[config.mk]
export PLATFORM = sky130hd
export DESIGN_NAME = redun_to_bin
export DESIGN_NICKNAME = d
export VERILOG_FILES = /design/src/rtl/redun_to_bin.sv
export SDC_FILE = /design/constraint.sdc
export NUM_CORES = 1
export LEC_CHECK = 0
export CORE_MARGIN = 2
export CORE_UTILIZATION = 41
export DETAILED_ROUTE_END_ITERATION = 16
export GPL_TIMING_DRIVEN = 0
export PLACE_DENSITY = 0.67
export SYNTH_ARGS = -nofsm -noshare
export SYNTH_HDL_FRONTEND = slang
export SYNTH_SLANG_ARGS = --single-unit
[constraint.sdc]
create_clock -name i_clk -period 8.42 [get_ports i_clk]
set_input_delay 1.684 -clock i_clk [delete_from_list [all_inputs] [get_ports i_clk]]
set_output_delay 1.684 -clock i_clk [all_outputs]
set_load 0.005 [all_outputs]
[src/rtl/redun_to_bin.sv]
// Redundant-coefficient to binary converter: resolves carries serially,
// WORDS_PER_CYCLE coefficients per clock, behind valid/ready handshakes.
module redun_to_bin #(
  parameter int unsigned NUM_COEF        = 10,
  parameter int unsigned WORD_BITS       = 8,
  parameter int unsigned COEF_BITS       = 9,
  parameter int unsigned WORDS_PER_CYCLE = 2
) (
  input  logic                                 i_clk,
  input  logic                                 i_rst,
  input  logic                                 i_val,
  output logic                                 o_rdy,
  input  logic [NUM_COEF-1:0][COEF_BITS-1:0]   i_dat,
  output logic                                 o_val,
  input  logic                                 i_rdy,
  output logic [NUM_COEF*WORD_BITS-1:0]        o_dat,
  output logic                                 o_ovf
);

  localparam int unsigned CARRY_BITS = COEF_BITS - WORD_BITS + 1;
  localparam int unsigned N_STEPS    = NUM_COEF / WORDS_PER_CYCLE;
  localparam int unsigned SUM_BITS   = COEF_BITS + 1;
  localparam int unsigned OUT_BITS   = NUM_COEF * WORD_BITS;
  localparam int unsigned STEP_W     = (N_STEPS > 1) ? $clog2(N_STEPS) : 1;
  localparam int unsigned IDX_W      = (NUM_COEF > 1) ? $clog2(NUM_COEF) : 1;

  localparam logic [STEP_W-1:0] STEP_LAST = STEP_W'(N_STEPS - 1);

  if (COEF_BITS <= WORD_BITS) begin : g_bad_coef_bits
    $error("COEF_BITS must exceed WORD_BITS");
  end
  if ((NUM_COEF % WORDS_PER_CYCLE) != 0) begin : g_bad_words_per_cycle
    $error("WORDS_PER_CYCLE must divide NUM_COEF");
  end

  typedef enum logic [1:0] {
    StIdle,
    StRun,
    StDone
  } state_e;

  state_e                             state_q, state_d;
  logic [NUM_COEF-1:0][COEF_BITS-1:0] coef_q, coef_d;
  logic [CARRY_BITS-1:0]              carry_q, carry_d;
  logic [STEP_W-1:0]                  step_q, step_d;
  logic [OUT_BITS-1:0]                dat_q, dat_d;
  logic                               ovf_q, ovf_d;
  logic                               val_q, val_d;

  // Carry chain for the current step's group of coefficients.
  logic [OUT_BITS-1:0]   run_dat;
  logic [CARRY_BITS-1:0] run_carry;
  logic [CARRY_BITS-1:0] chain_carry;
  logic [SUM_BITS-1:0]   chain_sum;
  logic [IDX_W-1:0]      chain_idx;

  always_comb begin
    run_dat     = dat_q;
    chain_carry = carry_q;
    chain_sum   = '0;
    chain_idx   = '0;
    for (int j = 0; j < int'(WORDS_PER_CYCLE); j++) begin
      chain_idx = IDX_W'(int'(step_q) * int'(WORDS_PER_CYCLE) + j);
      chain_sum = SUM_BITS'(coef_q[chain_idx]) + SUM_BITS'(chain_carry);
      run_dat[int'(chain_idx) * int'(WORD_BITS) +: WORD_BITS] = chain_sum[WORD_BITS-1:0];
      chain_carry = chain_sum[SUM_BITS-1:WORD_BITS];
    end
    run_carry = chain_carry;
  end

  always_comb begin
    state_d = state_q;
    coef_d  = coef_q;
    carry_d = carry_q;
    step_d  = step_q;
    dat_d   = dat_q;
    ovf_d   = ovf_q;
    val_d   = val_q;
    unique case (state_q)
      StIdle: begin
        if (i_val) begin
          coef_d  = i_dat;
          carry_d = '0;
          step_d  = '0;
          dat_d   = '0;
          ovf_d   = 1'b0;
          state_d = StRun;
        end
      end
      StRun: begin
        dat_d   = run_dat;
        carry_d = run_carry;
        if (step_q == STEP_LAST) begin
          val_d   = 1'b1;
          ovf_d   = (run_carry != '0);
          state_d = StDone;
        end else begin
          step_d = step_q + STEP_W'(1);
        end
      end
      StDone: begin
        if (i_rdy) begin
          val_d   = 1'b0;
          state_d = StIdle;
        end
      end
      default: state_d = StIdle;
    endcase
  end

  always_ff @(posedge i_clk) begin
    if (i_rst) begin
      state_q <= StIdle;
      coef_q  <= '0;
      carry_q <= '0;
      step_q  <= '0;
      dat_q   <= '0;
      ovf_q   <= 1'b0;
      val_q   <= 1'b0;
    end else begin
      state_q <= state_d;
      coef_q  <= coef_d;
      carry_q <= carry_d;
      step_q  <= step_d;
      dat_q   <= dat_d;
      ovf_q   <= ovf_d;
      val_q   <= val_d;
    end
  end

  // Ready depends on state only, so i_rdy never reaches o_rdy combinationally.
  assign o_rdy = (state_q == StIdle);
  assign o_val = val_q;
  assign o_dat = dat_q;
  assign o_ovf = ovf_q;

endmodule

# After elaboration in Yosys (flattened, before gate mapping)
# Cells that the tools add are included.
# Widths: inputs -> output; s select.
totals:
  regBits: 179
  input_bits: 94
  out_inout_bits: 83
  wordCells: 68
op_classes:
  n_addsub: 6
  magnitude_cmp: 2
  n_eq_ne: 7
  n_shift: 4
  mux: 23
  reduce_logical: 10
ops:
  columns: ["cell", "count"]
  rows:
  - ["$bwmux 80", 2]
  - ["$pmux 80 s2", 1]
  - ["$shift 8x33->80 const A", 2]
  - ["$shiftx 8x33->80", 2]
  - ["$mux 80", 1]
  - ["$neg 7->33", 2]
  - ["$bmux 9 s4", 1]
  - ["$bmux 9 s3", 1]
  - ["$add 9x2->10", 2]
  - ["$mux 9", 2]
  - ["$reduce_and 3->1", 4]
  - ["$lt 4x5->1 const B", 2]
  - ["$mux 2", 4]
  - ["$ne 2x2->1 const B", 4]
  - ["$mux 3", 2]
  - ["$pmux 2 s3", 1]
  - ["$pmux 3 s2", 1]
  - ["$reduce_bool 2->1", 3]
  - ["$add 4x1->4 const B", 1]
  - ["$mux 1", 4]
  - ["$pmux 1 s2", 2]
  - ["$pmux 2 s2", 1]
  - ["$reduce_and 2->1", 2]
  - ["$add 3x1->3 const B", 1]
  - ["other kinds (4)", 4]

# Logic depth before layout (Yosys ltp)
# Gate-level depths: netlist of the first run.
logic_depth:
  ltp_word: 7
  depth_mapped: 19
  mapped_depth_nobuf: 16

# Least setup slack after synthesis of the first run
# No wires, ideal clock.
synth_timing:
  kind: "flip-flop to flip-flop"
  startpoint: "register step_q[0]"
  endpoint: "register ovf_q, in the netlist o_ovf"
  setup_ns: 0.091
  arrival_time_ns: 3.930
  required_time_ns: 8.329
  slack_ns: 4.399
  stages_incl_launch_ff: 19
  n_path_buf: 4
  synth_period_minus_slack_ns: 4.021
  path_cell_list: "dfxtp_1 buf_6 buf_12 buf_6 clkbuf_1 mux4_2 a22o_1 ha_1 inv_1 fa_1 nor3_1 xnor2_1 ha_1 a21o_1 and2_1 nor3b_4 nand2_2 or3_1 a311oi_1"
synth_between:
  elab_chain_len: 7
  word_cells_on_any_way: 13
  cone_classes: "3 x add/sub; 2 x eq/ne; 6 x mux; 2 x reduce/logical"
synth_lines:
  columns: ["item", "line", "text"]
  rows:
  - ["start: declaration", "45", "logic [STEP_W-1:0] step_q, step_d;"]
  - ["start signal: assignment", "124", "step_q <= step_d;"]
  - ["$bmux 9 s3 or $add 4x1->4 (tied branches)", "64, 63", null]
  - ["$mux 9 (not written as such) or $bmux 9 s4 (tied branches)", "64", "chain_sum = SUM_BITS'(coef_q[chain_idx]) + SUM_BITS'(chain_carry);"]
  - ["$add 9x2->10 or $mux 9 (tied branches)", "64", null]
  - ["$add 9x2->10", "64", null]
  - ["$reduce_bool 2->1", "95", "ovf_d = (run_carry != '0);"]
  - ["$mux 1", "93", "if (step_q == STEP_LAST) begin"]
  - ["$pmux 1 s2", "79", "unique case (state_q)"]
  - ["end signal: assignment", "126", "ovf_q <= ovf_d;"]
  - ["end: declaration", "47", "logic ovf_q, ovf_d;"]
# Several ways; a longest one is shown, not always the timed one. The select of a mux whose other input is x is not followed.
# A chain may end at the register's enable or synchronous reset.

# Final worst setup path of the first run
layout_timing:
  startpoint: "register step_q[0]"
  endpoint: "register dat_q[61], in the netlist o_dat[61]"
layout_between:
  elab_chain_len: 7
  word_cells_on_any_way: 16
  cone_classes: "5 x add/sub; 4 x shift; 7 x mux"
layout_lines:
  columns: ["item", "line", "text"]
  rows:
  - ["$bmux 9 s3 or $add 4x1->4 (tied branches)", "64, 63", null]
  - ["$mux 9 (not written as such) or $bmux 9 s4 (tied branches)", "64", null]
  - ["$add 9x2->10 or $mux 9 (tied branches)", "64", null]
  - ["$add 9x2->10 or $shiftx 8x33->80 (tied branches)", "64, 65", null]
  - ["$shiftx 8x33->80 or $bwmux 80 (tied branches)", "65", "run_dat[int'(chain_idx) * int'(WORD_BITS) +: WORD_BITS] = chain_sum[WORD_BITS-1:0];"]
  - ["$bwmux 80 (*)", "65", null]
  - ["$pmux 80 s2 (*)", "79", null]
  - ["end signal: assignment", "125", "dat_q <= dat_d;"]
  - ["end: declaration", "46", "logic [OUT_BITS-1:0] dat_q, dat_d;"]
# Mark *: on every way between the ends. The rest lies on a longest branch, timed or not. The select of a mux whose other input is x is not followed.

==> results of run 1 <==
[final cells by class]
cell class | count | area (sq um) | share of cell area (%)
plain buffers | 65 | 310 | 3.01
clock buffers | 19 | 443 | 4.30
clock inverters | 13 | 109 | 1.06
inverters | 8 | 30.0 | 0.291
multi-input cells | 670 | 3780 | 36.7
flip-flops and latches | 179 | 3580 | 34.8
well taps | 234 | 293 | 2.84
repair buffers | 175 | 1750 | 17.0
[state kept, by name (all words and copies together) (netlist names)]
register  cells
state_q       2
o_val         1
coef_q       90
carry_q       2
step_q        3
o_dat        80
o_ovf         1
[Yosys cell counts, types with 3 or more instances]
cell                       number
sky130_fd_sc_hd__nor2b_1        5
sky130_fd_sc_hd__buf_2          4
sky130_fd_sc_hd__inv_1          8
sky130_fd_sc_hd__ha_1          11
sky130_fd_sc_hd__o22ai_1        4
sky130_fd_sc_hd__buf_1          3
sky130_fd_sc_hd__buf_6          5
sky130_fd_sc_hd__nor3b_1        9
sky130_fd_sc_hd__dfxtp_1      179
sky130_fd_sc_hd__a22o_1         3
sky130_fd_sc_hd__and3_1         8
sky130_fd_sc_hd__nand3_1       28
sky130_fd_sc_hd__a22oi_1       35
sky130_fd_sc_hd__mux4_1         3
sky130_fd_sc_hd__clkbuf_1      50
sky130_fd_sc_hd__xor2_1         5
sky130_fd_sc_hd__nor3_1        18
sky130_fd_sc_hd__o21ai_0       18
sky130_fd_sc_hd__and2_1         4
sky130_fd_sc_hd__a21oi_1      129
sky130_fd_sc_hd__nand2b_1       9
sky130_fd_sc_hd__nand4b_1       5
sky130_fd_sc_hd__a221o_1        4
sky130_fd_sc_hd__mux2i_1       18
sky130_fd_sc_hd__nand2_1      224
sky130_fd_sc_hd__o21a_1         3
sky130_fd_sc_hd__nor2_1        69
sky130_fd_sc_hd__mux4_2         6
sky130_fd_sc_hd__a311o_1        4
sky130_fd_sc_hd__xnor2_1        5
sky130_fd_sc_hd__a31oi_1        7
sky130_fd_sc_hd__or3_1          3
[logic make-up (layout without fill, tap and decap cells)]
| family | Yosys count | count (layout) | synth area share (%) |
|---|---|---|---|
| muxes | 29 | 29 | 5.41 |
| xor gates and xnor gates | 10 | 10 | 1.14 |
| adders and majority gates | 13 | 13 | 2.31 |
| buffers and inverters | 73 | 280 | 4.42 |
| AOI/OAI and AO/OA | 221 | 221 | 17.2 |
| and+or+nand+nor | 397 | 397 | 23.0 |
| DFF | 179 | 179 | 46.5 |
[worst min-delay path, cell delays in order, from the launching register on]
cell and delay [ns]:
sky130_fd_sc_hd__dfxtp_1 0.31, sky130_fd_sc_hd__nand2_1 0.05, sky130_fd_sc_hd__a21oi_1 0.05
[routing by layer]
| metal | up-vias | global-route usage, % | share of wire, % | wire length, um |
|---|---|---|---|---|
| met5 | - | 0 | 0 | 0 |
| met4 | 0 | 10.3 | 3.0 | 727 |
| met3 | 47 | 4.31 | 5.9 | 1420 |
| met2 | 260 | 38.7 | 46 | 11000 |
| met1 | 3413 | 31.2 | 45 | 10800 |
| li1 | 3576 | - | - | - |
[path summary, 6_finish.rpt]
path / startpoint / end / slack [ns]
worst max-delay path: step_q[0]$_SDFFE_PP0P_ / o_dat[61]$_SDFFE_PP0P_ / 3.43
worst min-delay path: coef_q[36]$_SDFFE_PP0P_ / coef_q[36]$_SDFFE_PP0P_ / 0.45
worst max register to register: step_q[0]$_SDFFE_PP0P_ / o_dat[61]$_SDFFE_PP0P_ / 3.43
worst min register to register: coef_q[36]$_SDFFE_PP0P_ / coef_q[36]$_SDFFE_PP0P_ / 0.45
[where the power goes]
group          internal [mW]  switching (mW)
sequential             0.875          0.0176
clock                  0.413           0.341
combinational         0.0954           0.132
==> results.txt, run 1 <==
After synthesis the cells add up to just under 8000 sq um. The number of failing setup endpoints in the final timing report came out at 0. Leaving out fill and tap cells, the most frequent cells in the layout are 224 x sky130_fd_sc_hd__nand2_1, 179 x sky130_fd_sc_hd__dfxtp_1, 175 x sky130_fd_sc_hd__clkdlybuf4s50_1. TritonCTS built the clock tree.

The number of nets with antenna violations after detailed routing is 0. The I/O pin count is ~180. The final net count came out at roughly 1200.

The number of vias after detailed routing is between 7000 and 8000. The number of antenna diodes in the final layout is 0. The global-route wire length before repair is about 37000 um. The clock net sink count is between 150 and 200. The largest total area in the synthesized netlist belongs to sky130_fd_sc_hd__dfxtp_1. After detailed routing, the average wire length per cell comes to about 18 um. Of the cells placed in the final design, the portion with a size suffix greater than 1 is under 10%. The worst setup margin is 3.43 ns.

The most common cell after layout, fill and taps aside is sky130_fd_sc_hd__nand2_1. The total number of placement rows came out at 50. Yosys printed 0 warnings.

The number of storage elements in the synthesis netlist is about 180. The maximum VDD drop came out at around 0.16 mV. The highest cell delay on the worst timing path is 0.59 ns. The critical path is of the register to register type. The critical path capture point type is a register. The number of gates on the worst path with buffers counted is 19. The clock tree skew after final layout came out at about 0.014 ns.

Together, buffers and inverters on the worst path number 5. The area growth from synthesis to layout is 33.7%. The total congestion overflow after global routing is 0.

Setup repair after global routing left no endpoint under its margin. In the finished design, the share of the clock period the worst path needs comes to 59.3%. Data on the critical path arrives at its endpoint at ~5.4 ns. For this design, the CTS-stage hold fixing added 0 buffers. The count of final hold-check violations came out at 0. The global-route usage over all layers is a little under a quarter. Summed over all nets, the half-perimeter wirelength after detailed placement is between 15000 and 20000 um.

The maximum fanout along the worst path came out at 10. The kind of launch point of the worst setup path is a register. The number of antenna violations at the first check in global routing is 0. The worst min-delay path category is register to register. The synthesized area divided by synthesized cell count is between 8 and 9 sq um. Walking the worst path, the cells encountered are buf_6, buf_12, buf_6, clkbuf_1, nor2_1, a21oi_1, o21a_1, inv_1, ha_1, a21oi_1, or3_4, nor3_1, ha_1, a21o_1, and2_1, nor3b_4, xnor2_1, a22oi_1, nor2_1.

The DRC violation count after routing came out at 0. The final instance count without filler cells is 1363. The number of buffers on the longest clock path came out at 2. The count of flip-flops with a built-in enable after synthesis came out at 0.

The number of post-CTS setup repair buffers is 0. Once layout is done, the placed cells without fillers occupy between 10000 and 15000 sq um. The die covers 19900 sq um. The core region area came out at 18600 sq um.

The first detailed-routing pass took 7 iterations. The post-layout utilization of the core came out at roughly 55%. The final sum of negative setup slack came out at 0 ns.

The netlist uses 57 different library cells. The total wirelength of the detailed-routed design came out at about 24000 um. The highest clock frequency the design can meet is 200 MHz. Counting instances, the worst hold path has a depth of 2. The overall power is 1.87 mW.

The number of gates given a new drive strength after cts is 0. The worst path required time came out at slightly below 9 ns. The tree is rooted in a sky130_fd_sc_hd__clkbuf_16. The effective utilization at floorplan is 41.5%.

Sorting the synthesized cells by area gives the leading types as sky130_fd_sc_hd__dfxtp_1 47%, sky130_fd_sc_hd__nand2_1 11%, sky130_fd_sc_hd__a21oi_1 8.4%. The leakage power figure came out at about 3.6 nW. The count of routing violations after the opening detailed-route iteration came out at slightly below 600. The area share of the largest cell type after synthesis is around 47%. The most used flip-flop cell after synthesis is sky130_fd_sc_hd__dfxtp_1. The max-capacitance violation count came out at 0. The TritonCTS buffer count is 17. At the pin with the least slew margin, the transition time is about 0.86 ns. Entering global routing, the biggest net connects 17 pins. The clock-pin slew of the registers on the worst-case setup and hold paths is 0.07 ns. Subtracting the final worst setup slack from the clock period gives 4.99 ns. The synthesized instance count is 922. The placed instances occupy a cell area of roughly 9800 sq um.

The number of placed cells counting well taps came out at 1331. The power density of the placed cells came out at 182 nW/um^2. For the worst-skew pair, the clock arrives at the later sink with an insertion delay of roughly 0.44 ns. The last weighted congestion value of the routability-driven placer came out at roughly 0.86. The relative max-transition margin is between 40% and 50%. The number of input and output port buffers inserted came out at 175. The number of nets in the synthesized netlist came out at 1029. The worst-path cell with the longest stage delay is sky130_fd_sc_hd__xnor2_1.

The die is approximately 140 um tall. The via count normalized by instance count came out at about 5.4. Sequential elements use between 40 and 50% of the synthesized area. The final-report max-slew violation count came out at 0. The number of H-tree branching levels came out at 4. The tightest hold path in the finished design has a slack of 0.453 ns. The kind of cell with the highest combined delay on the critical path is simple AND/OR/NAND/NOR gates.

The number of global-route vias before repair came to between 6000 and 7000. The die is ~140 um wide. In the synthesized netlist the async set-or-reset flop fraction comes to 0%.

The worst setup slack before clock tree synthesis came out at roughly 3.4 ns. The run finished with clean final reports. The worst reg-to-reg path cell count is 19. Counting the fill cells in the layout gives ~1800.
Note: power is estimated with default switching activity, not from simulation.
==> run 2: changes to the inputs <==
Clock period 8.42 ns to 5.2 ns, I/O delays scaled along.
==> results.txt, run 2 (same netlist as run 1, synthesis figures left out) <==
The last weighted congestion value of the routability-driven placer came out at between 0.8 and 0.9. In the final layout, flip-flops and latches occupy between 3000 and 4000 sq um. Setup violations remaining at the end of the flow were counted as 0. Setup repair after global routing left no endpoint under its margin.

The die covers approximately 20000 sq um. The total congestion overflow after global routing came out at 0. In this run the tightest slew margin relative to its limit is between 40% and 50%.

The final sum of negative setup slack came out at 0 ns. After clock tree synthesis, the setup repair step added 0 buffers. The final instance count without filler cells came out at roughly 1400.

The post-route clock period utilization came out at 85.6%. The overall power is between 3 and 4 mW. The die boundary width is 141 um. The effective utilization at floorplan is ~41%. The worst-case IR drop observed on VDD is between 0.2 and 0.3 mV. The final net count came out at around 1200.

The most common cell after layout, fill and taps aside is sky130_fd_sc_hd__nand2_1. The total non-filler cell area in the finished layout came out at between 10000 and 15000 sq um. The startpoint-to-endpoint class of the critical path is register to register. The clock latency on the worst-skew pair is approximately 0.44 ns. In the final routed layout, each cell accounts on average for between 15 and 20 um. Of all nets on the critical path, the largest fanout is 10. The area growth from synthesis to layout is 33.8%. The number of vias after detailed routing came out at between 7000 and 8000. Entering global routing, the biggest net connects 17 pins.

The number of input and output port buffers inserted came out at approximately 180. The worst hold path belongs to the class register to register. CTS built an H-tree with a depth of 4. The first global-routing pass estimated roughly 37000 um of wire. The I/O pin count is between 150 and 200. The transition time at the pin with the least slew margin came out at 0.846 ns. The number of flip-flops under the largest register name came out at 90. The number of buffers on the longest clock path came out at 2. The largest register by flop count is coef_q. The clock tree from TritonCTS is done. The final-layout fill cell count came out at about 1800. The global-route usage over all layers came out at a little under a quarter.

Based on the critical path, the design can be clocked at up to approximately 220 MHz. In the routed layout, each cell is associated on average with a via count of approximately 5.3. The core region area came out at ~19000 sq um. The share of cells above drive strength 1 came out at 5.59%.

In this run, CTS created clock tree buffers numbering 17. After detailed placement, the total cell area comes to slightly below 10000 sq um. The initialized floorplan defines 50 standard-cell rows.

The number of placed cells counting well taps came out at about 1300. Clock skew on the completed layout was measured at ~0.012 ns. The leakage power figure came out at 3.64 nW.

The antenna cell count came out at 0. The worst setup path is captured at a register. The clock net sink count came out at 179.

The shortest period the worst path allows is 4.45 ns. The final-report max-slew violation count came out at 0. The cell sitting at the root of the clock tree is a sky130_fd_sc_hd__clkbuf_16. The count of final hold-check violations came out at 0. The number of global-route vias before repair came out at 6913.

The hold buffer count at cts is 0. For the worst setup path, the data required time is 5.50 ns. After detailed routing, the total wire length is ~24000 um. The DRC violation count after routing is 0.

The library cells used most frequently in the layout, excluding fill and tap cells, are 224 x sky130_fd_sc_hd__nand2_1, 179 x sky130_fd_sc_hd__dfxtp_1, 175 x sky130_fd_sc_hd__clkdlybuf4s50_1. The clock-pin slew of the registers on the worst-case setup and hold paths came out at about 0.070 ns. The number of antenna violations at the first check in global routing came out at 0. Across the run, the number of max-cap violations was 0. The worst endpoint data arrival time came out at approximately 4.8 ns. The area occupied by multi-input gates came out at approximately 3800 sq um. The HPWL reported at the end of detailed placement is between 15000 and 20000 um. The flow ran to the end, and the final reports show no timing, DRC or antenna violations. The count of routing violations after the opening detailed-route iteration is 501. The die height is 141 um. The number of nets with antenna violations after detailed routing came out at 0. STA classifies the critical path startpoint as a register.

Cells fill 55.5% of the core in the end. The power density of the placed cells came out at slightly below 300 nW/um^2. The first-pass detailed-route iteration total came out at 5.
[run 2: cell types whose count changed in the layout (fill, tap and decap cells not counted), sizes merged]
cell    before  now
clkbuf      69   67
[run 2: metal layers]
metal | global-route usage, % | vias to the layer above | wire length, um
met3 | 4.31 | 49 | 1450
met5 | 0 | - | 0
met2 | 38.7 | 254 | 10900
li1 | - | 3572 | -
met4 | 10.3 | 0 | 755
met1 | 31.2 | 3392 | 10500
[run 2: worst max-delay path, stage by stage, from the launching register on]
cell and delay [ns]:
sky130_fd_sc_hd__dfxtp_1 0.42, sky130_fd_sc_hd__buf_6 0.22, sky130_fd_sc_hd__nor3b_4 0.38, sky130_fd_sc_hd__clkbuf_1 0.43, sky130_fd_sc_hd__a22o_1 0.24, sky130_fd_sc_hd__ha_1 0.17, sky130_fd_sc_hd__inv_1 0.05, sky130_fd_sc_hd__fa_1 0.43
sky130_fd_sc_hd__nor3_1 0.26, sky130_fd_sc_hd__xnor2_1 0.10, sky130_fd_sc_hd__ha_1 0.24, sky130_fd_sc_hd__fa_1 0.40, sky130_fd_sc_hd__o211ai_1 0.19, sky130_fd_sc_hd__nor3_1 0.12, sky130_fd_sc_hd__xor2_1 0.47, sky130_fd_sc_hd__o21ai_0 0.17
[run 2: area by class of cell]
class | instances | area share (%)
timing repair buffer | 175 | 17.0
clock inverter | 13 | 1.06
multi-input combinational | 670 | 36.8
tap | 234 | 2.84
sequential | 179 | 34.8
inverter | 8 | 0.291
buffer | 63 | 2.94
clock buffer | 19 | 4.30
[run 2: worst paths after layout]
kind,startpoint,endpoint,slack (ns),depth (start not counted)
worst min-delay path,coef_q[36]$_SDFFE_PP0P_,coef_q[36]$_SDFFE_PP0P_,0.45,2
worst min register to register,coef_q[36]$_SDFFE_PP0P_,coef_q[36]$_SDFFE_PP0P_,0.45,2
worst max-delay path,step_q[0]$_SDFFE_PP0P_,o_dat[78]$_SDFFE_PP0P_,0.75,15
worst max register to register,step_q[0]$_SDFFE_PP0P_,o_dat[78]$_SDFFE_PP0P_,0.75,15
[run 2: what timing repair did]
action / CTS / global route
hold endpoints to repair: 0 / 0
gates resized for setup: 0 / 2
setup endpoints to repair: 0 / 21
[run 2: power breakdown]
| group | switching [mW] | internal, mW |
|---|---|---|
| Clock | 0.554 | 0.670 |
| Combinational | 0.212 | 0.155 |
| Sequential | 0.0283 | 1.42 |
[run 2: per-stage QoR]
stage	setup WS [ns]	hold WS, ns
floorplan	1.18	0.432
global placement	0.270	0.439
detailed placement	0.199	0.445
CTS	0.182	0.455
global route	0.454	0.470
finish	0.746	0.453
